### src/rtl/pattern_sweep_ctrl.sv
// Exhaustive 3-input truth-table sweeper: drives {a,b,c}, samples y, logs mismatches.
// Optional sample log port enabled by defining PATTERN_SWEEP_LOG_EN.
module pattern_sweep_ctrl #(
   parameter int SETTLE = 4
) (
   input  logic       clk,
   input  logic       rst_n,
   input  logic       start,
   input  logic       abort,
   input  logic [7:0] exp_tt,
   input  logic       y,
   output logic       a,
   output logic       b,
   output logic       c,
   output logic       busy,
   output logic       done,
   output logic [3:0] err_cnt,
   output logic [7:0] fail_mask
`ifdef PATTERN_SWEEP_LOG_EN
   ,
   output logic       log_valid,
   output logic [4:0] log_data
`endif
);

   typedef enum logic [1:0] {
      IDLE,
      DRIVE,
      SAMPLE,
      DONE
   } state_t;

   state_t      state_q, state_d;
   logic [2:0]  idx_q, idx_d;
   logic [7:0]  cnt_q, cnt_d;
   logic [7:0]  tt_q, tt_d;
   logic [3:0]  err_q, err_d;
   logic [7:0]  mask_q, mask_d;
   logic        miss;

   // State and datapath registers with asynchronous clear.
   always_ff @(posedge clk or negedge rst_n) begin
      if (!rst_n) begin
         state_q <= IDLE;
         idx_q   <= '0;
         cnt_q   <= '0;
         tt_q    <= '0;
         err_q   <= '0;
         mask_q  <= '0;
      end else begin
         state_q <= state_d;
         idx_q   <= idx_d;
         cnt_q   <= cnt_d;
         tt_q    <= tt_d;
         err_q   <= err_d;
         mask_q  <= mask_d;
      end
   end

   // Next-state logic: settle each vector, sample once, advance or finish.
   always_comb begin
      state_d = state_q;
      idx_d   = idx_q;
      cnt_d   = cnt_q;
      tt_d    = tt_q;
      err_d   = err_q;
      mask_d  = mask_q;
      miss    = (y != tt_q[idx_q]);
      unique case (state_q)
         IDLE: begin
            if (start && !abort) begin
               state_d = DRIVE;
               idx_d   = '0;
               cnt_d   = '0;
               tt_d    = exp_tt;
               err_d   = '0;
               mask_d  = '0;
            end
         end
         DRIVE: begin
            if (abort) begin
               state_d = IDLE;
            end else if (cnt_q == 8'(SETTLE - 1)) begin
               state_d = SAMPLE;
            end else begin
               cnt_d = cnt_q + 8'd1;
            end
         end
         SAMPLE: begin
            if (abort) begin
               state_d = IDLE;
            end else begin
               if (miss) begin
                  mask_d[idx_q] = 1'b1;
                  err_d         = err_q + 4'd1;
               end
               if (idx_q == 3'd7) begin
                  state_d = DONE;
               end else begin
                  state_d = DRIVE;
                  idx_d   = idx_q + 3'd1;
                  cnt_d   = '0;
               end
            end
         end
         DONE: begin
            state_d = IDLE;
         end
         default: begin
            state_d = IDLE;
         end
      endcase
   end

   // Moore outputs; stimulus is parked at 000 outside the active sweep.
   always_comb begin
      busy      = (state_q == DRIVE) || (state_q == SAMPLE);
      done      = (state_q == DONE);
      {a, b, c} = busy ? idx_q : 3'b000;
      err_cnt   = err_q;
      fail_mask = mask_q;
   end

`ifdef PATTERN_SWEEP_LOG_EN
   // One log record per completed sample; suppressed on an aborting cycle.
   always_comb begin
      log_valid = (state_q == SAMPLE) && !abort;
      log_data  = {idx_q, y, miss};
   end
`endif

endmodule
### config.mk
export PLATFORM = sky130hd
export DESIGN_NAME = pattern_sweep_ctrl
export DESIGN_NICKNAME = d
export VERILOG_FILES = /design/src/rtl/pattern_sweep_ctrl.sv
export SDC_FILE = /design/constraint.sdc
export NUM_CORES = 1
export LEC_CHECK = 0
export CORE_MARGIN = 3
export CORE_UTILIZATION = 54
export DETAILED_ROUTE_END_ITERATION = 8
export DONT_BUFFER_PORTS = 1
export PLACE_DENSITY = 0.76
export SLEW_MARGIN = 5
export SYNTH_ARGS = -nofsm -noshare
export SYNTH_HDL_FRONTEND = slang
export SYNTH_SLANG_ARGS = --single-unit
### constraint.sdc
create_clock -name clk -period 2.3 [get_ports clk]
set_input_delay 0.46 -clock clk [delete_from_list [all_inputs] [get_ports clk]]
set_output_delay 0.46 -clock clk [all_outputs]
set_load 0.02 [all_outputs]
==> impl_metrics.yaml, run 1 <==
worst_setup_path:
  reg2reg_slack_ns: 0.09
  cp_max_fo: 4
  start_kind: "flop"
  worstPathRequired_ns: 2.58
  worstSetupPathType: "reg2reg"
  critPathCaptureType: "flop"
  cp_data_arrival_time_ns: 2.48
grt:
  grtUsageTotal: 0.225
  grt_pass1_vias: 1597
  grt_pass1_wl_um: 7470
  antenna_found_initial: 0
  grt.overflow.total: 0
  grt_max_degree: 34
placement:
  gp_congestion: 0.767
  dpl.hpwl_um: 3130
  placed_cell_area_um2: 2040
  io_buffers: 0
  placed_cells: 239
cts:
  cts.reportedPaths.clkPinSlew_ns: 0.11
  clkLatencyLatePin_ns: 0.34
  htree_levels: 2
  cts_root_buffer: "clkbuf_4"
  cts_setup_buffers: 0
  clk_path_buf_depth: 2
  cts_tree: "built"
  cts.sinks: 33
  tritoncts.num_buffers: 5
route:
  drt_first_iter_violations: 103
  avgRoutedWirePerCell_um: 17.4
  final_antenna_net_count: 0
  via_per_inst: 6.21
  totalWireLength_um: 4330
  vias: 1546
  first_pass_iters: 4
  drc_errors: 0
final_layout:
  area_delta_synth_final_pct: 13.1
  final_cell_mix: "dfrtp_1 (33), nand2_1 (16), inv_1 (15)"
  layout_commonest_cell: "dfrtp_1"
  final_area_um2: 2200
  drive_above_1_share: 0.187
  finish.utilization: 0.644
  nNetsFinal: 224
  instances_no_fill: 249
  n_antenna_cell: 0
floorplan:
  start_util: 0.570
  ios: 30
  dieArea_um2: 4360
  coreArea_um2: 3420
  fp.dieW_um: 66.0
  row_count: 21
  die_height_um: 66.0
yosys:
  synth_largest_area_cell: "dfrtp_1"
  synth_seq_area_share: 0.424
  synth.avg_cell_area_um2: 10.2
  synth_top_area_share: 0.424
  syn_nets: 213
  synth_cell_type_count: 45
  synthFlopType: "dfrtp_1"
  ys_top_cells_by_area: "dfrtp_1 (42%), ha_1 (5.8%), mux2_2 (5.8%)"
  syn_area_um2: 1950
  synth-seq-cells: 33
  synth-edff-count: 0
  ys_async_sr_fraction: 1.00
  yosys_warnings: 0
  syn_inst: 191
sta:
  period_share: 0.959
  finalHoldViolations: 0
  setup_viol: 0
  finalMaxSlewViolations: 0
  min_period_ns: 2.21
  rsz0062_at_grt: "yes"
  max_slew_margin: 0.599
  fmax_mhz: 453
  skew_ns: 0.00620
  worst_pin_slew_ns: 0.598
power:
  power.density_nw_per_um2: 1060
  leakagePower_nw: 0.929
  power_w: 0.00233
  peakVddDrop_uv: 802
outcome:
  outcome: "finished, final reports clean"
min_path:
  min_path_type: "in2reg"
job:
  drv_cap: 0
-- metrics by stage --
stage | setup TNS [ns] | hold WS [ns] | worst slack, ns
finish | 0 | 0.266 | 0.0940
global route | -0.0220 | 0.241 | -0.0220
CTS | 0 | 0.255 | 0.0675
detailed placement | -0.167 | 0.165 | -0.108
global placement | 0 | 0.165 | 0.0466
floorplan | 0 | 0.164 | 0.0665
-- power breakdown --
group	leakage [nW]	total [W]	internal [W]	switching (W)
combinational	0.435	0.000912	0.000377	0.000535
sequential	0.439	0.000877	0.000720	0.000157
clock	0.0552	0.000545	0.000336	0.000208
-- cells in the mapped netlist (2+ instances only) --
| cell | number |
|---|---|
| a2111oi_2 | 2 |
| a211oi_1 | 4 |
| a21oi_1 | 4 |
| a22o_1 | 5 |
| a32o_1 | 7 |
| and2_1 | 5 |
| and3_1 | 2 |
| buf_2 | 3 |
| clkbuf_1 | 5 |
| dfrtp_1 | 33 |
| ha_1 | 9 |
| inv_1 | 15 |
| mux2_2 | 10 |
| mux2i_1 | 6 |
| nand2_1 | 16 |
| nand3_1 | 7 |
| nand4_1 | 4 |
| nor2_1 | 9 |
| nor3_1 | 5 |
| nor4_1 | 3 |
| o211ai_1 | 2 |
| o21ai_0 | 5 |
| or4_1 | 3 |
| xnor2_1 | 6 |
-- what timing repair did --
action | CTS | global route
endpoints found under the hold margin | 33 | 0
resized for setup | 1 | 2
hold buffers | 2 | 0
setup endpoints to repair | 2 | 4
pin swaps | 1 | 2
-- per-layer routing --
layer | track usage | vias to the layer above | part of all wire
li1 | - | 725 | -
met1 | 0.277 | 772 | 0.44
met2 | 0.384 | 44 | 0.50
met3 | 0.0476 | 5 | 0.047
met4 | 0.0838 | 0 | 0.011
met5 | 0 | - | 0
-- state kept, by name, indices dropped and copies added (netlist names) --
signal and count:
fail_mask 8, tt_q 8, err_cnt 4, idx_q 3, state_q 2, cnt_q 8
-- kinds of logic after synthesis --
kind of cell	after synthesis	share of synthesized area
buffers and inverters	24	0.0482
and+or+nand+nor	59	0.156
DFF	33	0.424
adders and majority gates	9	0.0579
muxes	17	0.0945
xor gates and xnor gates	6	0.0270
AOI/OAI and AO/OA	43	0.192
-- path summary, 6_finish.rpt --
path                                      startpoint                        to  cells after the start
worst max-delay path            idx_q[0]$_DFFE_PN0P_      cnt_q[7]$_DFFE_PN0P_                      7
worst min-delay path                       exp_tt[2]       tt_q[2]$_DFFE_PN0P_                      1
worst max register to register  idx_q[0]$_DFFE_PN0P_      cnt_q[7]$_DFFE_PN0P_                      7
max in group asynchronous                      rst_n  fail_mask[1]$_DFFE_PN0P_                      2
min in group asynchronous                      rst_n    err_cnt[1]$_DFFE_PN0P_                      2
worst min register to register   tt_q[5]$_DFFE_PN0P_       tt_q[5]$_DFFE_PN0P_                      1
-- layout make-up --
type	instances	area [um^2]
fillers	271	1210
multi-input cells	134	1050
flip-flops and latches	33	826
repair buffers	12	105
clock inverters	3	65.1
inverters	16	60.1
well taps	46	57.6
clock buffers	5	37.5
-- worst max-delay path: stages, from the launching register on --
cell	delay [ns]
dfrtp_1	0.40
ha_1	0.20
ha_1	0.20
o21a_1	0.19
a2111o_1	0.39
a2111oi_4	0.40
nand4_1	0.19
a21oi_2	0.17
No activity file was read; power rests on OpenSTA's default activity.
==> run 2: changes to the inputs <==
clock period = 1.81 ns   (was 2.3 ns; I/O delays follow)
==> impl_metrics.yaml, run 2 (synthesis results as in run 1) <==
grt:
  use_met2: 0.424
  grt_pass1_vias: 1804
  use_met3: 0.0782
  busiest_layer: "met2"
  met1_usage: 0.323
  grtUsageTotal: 0.265
  grt_pass1_wl_um: 8630
  grt_max_degree: 34
  grt.overflow.total: 0
  antenna_found_initial: 0
outcome:
  outcome: "complete, but fails checks"
  violations: "setup timing"
worst_setup_path:
  worstPathRequired_ns: 2.10
  reg2reg_from: "cnt_q[1]$_DFFE_PN0P_"
  cp_max_fo: 4
  start_kind: "flop"
  worstSetupPathType: "reg2reg"
  ff2ff_path_depth: 7
  critPathCaptureType: "flop"
  cp_data_arrival_time_ns: 2.37
  reg2reg_slack_ns: -0.27
  reg2reg_to: "cnt_q[7]$_DFFE_PN0P_"
min_path:
  holdPathEnd: "tt_q[5]$_DFFE_PN0P_"
  min_path_type: "in2reg"
  min-delay-start: "exp_tt[5]"
  holdPathStages: 1
job:
  drv_cap: 0
final_layout:
  n_antenna_cell: 0
  drive_above_1_share: 0.465
  instances_no_fill: 289
  layout_commonest_cell: "buf_4"
  area_delta_synth_final_pct: 37.6
  nFillCells: 190
  nNetsFinal: 264
  final_cell_mix: "buf_4 (46), dfrtp_1 (31), nand2_1 (15)"
cts:
  cts.sinks: 33
  htree_levels: 2
  cts_tree: "built"
  cts.reportedPaths.clkPinSlew_ns: 0.12
  clk_path_buf_depth: 2
  cts_root_buffer: "clkbuf_4"
  tritoncts.num_buffers: 5
  clkLatencyLatePin_ns: 0.36
placement:
  post-place-ws_ns: -0.230
  gp_congestion: 0.837
  dpl.hpwl_um: 3360
  io_buffers: 0
  placed_cells: 260
sta:
  fmax_mhz: 480
  finalMaxSlewViolations: 0
  worst_pin_slew_ns: 0.503
  skew_ns: 0.00620
  period_share: 1.15
  finalHoldViolations: 0
  setup_viol: 16
  rsz0062_at_grt: "yes"
  setup_slack_ns: -0.272
  min_period_ns: 2.08
  max_slew_margin: 0.665
power:
  leakagePower_nw: 1.15
  p_int_w: 0.00215
  pwr-share-comb: 0.579
  swShare: 0.426
  power.switching_w: 0.00160
  peakVddDrop_uv: 1140
  p_clk_frac: 0.117
  seq_power_share: 0.304
  power.density_nw_per_um2: 1400
floorplan:
  row_count: 21
  dieArea_um2: 4360
  ios: 30
  start_util: 0.570
  fp.dieW_um: 66.0
  die_height_um: 66.0
  coreArea_um2: 3420
route:
  first_pass_iters: 5
  vias: 1930
  via_per_inst: 6.68
  drc_errors: 0
  avgRoutedWirePerCell_um: 21.4
  final_antenna_net_count: 0
  totalWireLength_um: 6190
  drt_first_iter_violations: 174
-- run 2: worst max-delay path by stage --
stage | startpoint | end | slack, ns | cells after the start
after global placement | cnt_q[0]$_DFFE_PN0P_ | cnt_q[7]$_DFFE_PN0P_ | -0.15 | 7
final | cnt_q[1]$_DFFE_PN0P_ | cnt_q[7]$_DFFE_PN0P_ | -0.27 | 7
after detailed placement | cnt_q[1]$_DFFE_PN0P_ | cnt_q[7]$_DFFE_PN0P_ | -0.23 | 7
after global routing | cnt_q[1]$_DFFE_PN0P_ | cnt_q[7]$_DFFE_PN0P_ | -0.37 | 7
after floorplan | cnt_q[0]$_DFFE_PN0P_ | state_q[1]$_DFFE_PN0P_ | -0.35 | 6
after CTS | cnt_q[1]$_DFFE_PN0P_ | cnt_q[7]$_DFFE_PN0P_ | -0.24 | 7
-- run 2: per-stage QoR --
stage	util	TNS (ns)	cell area, um^2	hold slack [ns]	total power (W)
6_report	0.784	-2.78	2680	0.149	0.00375
5_1_grt	0.784	-4.01	2680	0.130	0.00391
4_1_cts	0.734	-1.73	2510	0.137	0.00333
3_5_place_dp	0.662	-2.29	2260	0.0678	0.00255
3_3_place_gp	0.662	-1.30	2260	0.0674	0.00247
2_1_floorplan	-	-2.12	2040	0.0664	0.00209
-- run 2: cell type report --
cell class	count	area, um^2	area share
clock buffer	5	37.5	0.0140
clock inverter	3	17.5	0.00655
inverter	16	60.1	0.0224
multi-input combinational	134	1260	0.471
sequential	33	828	0.309
tap	46	57.6	0.0215
timing repair buffer	52	414	0.155
-- run 2: metal layers --
layer  vias to the layer above  wire (um)
li1                        809          -
met1                       939       2410
met2                       137       2970
met3                        45        447
met4                         0        362
met5                         -          0
-- run 2: timing repair --
item | 4_1_cts | 5_1_grt
resized for setup | 24 | 19
hold buffers | 2 | 0
pin swaps | 8 | 11
cloned | 0 | 1
hold endpoints to repair | 33 | 0
setup endpoints to repair | 23 | 26
setup buffers | 8 | 12
-- run 2: power by group through the flow --
stage / combinational [W] / sequential (W) / clock, W
finish: 0.00217 / 0.00114 / 0.000438
global route: 0.00229 / 0.00115 / 0.000471
CTS: 0.00177 / 0.00112 / 0.000443
detailed placement: 0.00144 / 0.00110 / 0
global placement: 0.00138 / 0.00108 / 0
floorplan: 0.000997 / 0.00109 / 0
-- run 2: critical path, cell delays in order (launching register included) --
cell	delay, ns
dfrtp_1	0.38
ha_2	0.18
or4b_4	0.47
o41ai_4	0.31
buf_4	0.21
a2111oi_4	0.08
a31o_1	0.27
a21oi_2	0.11
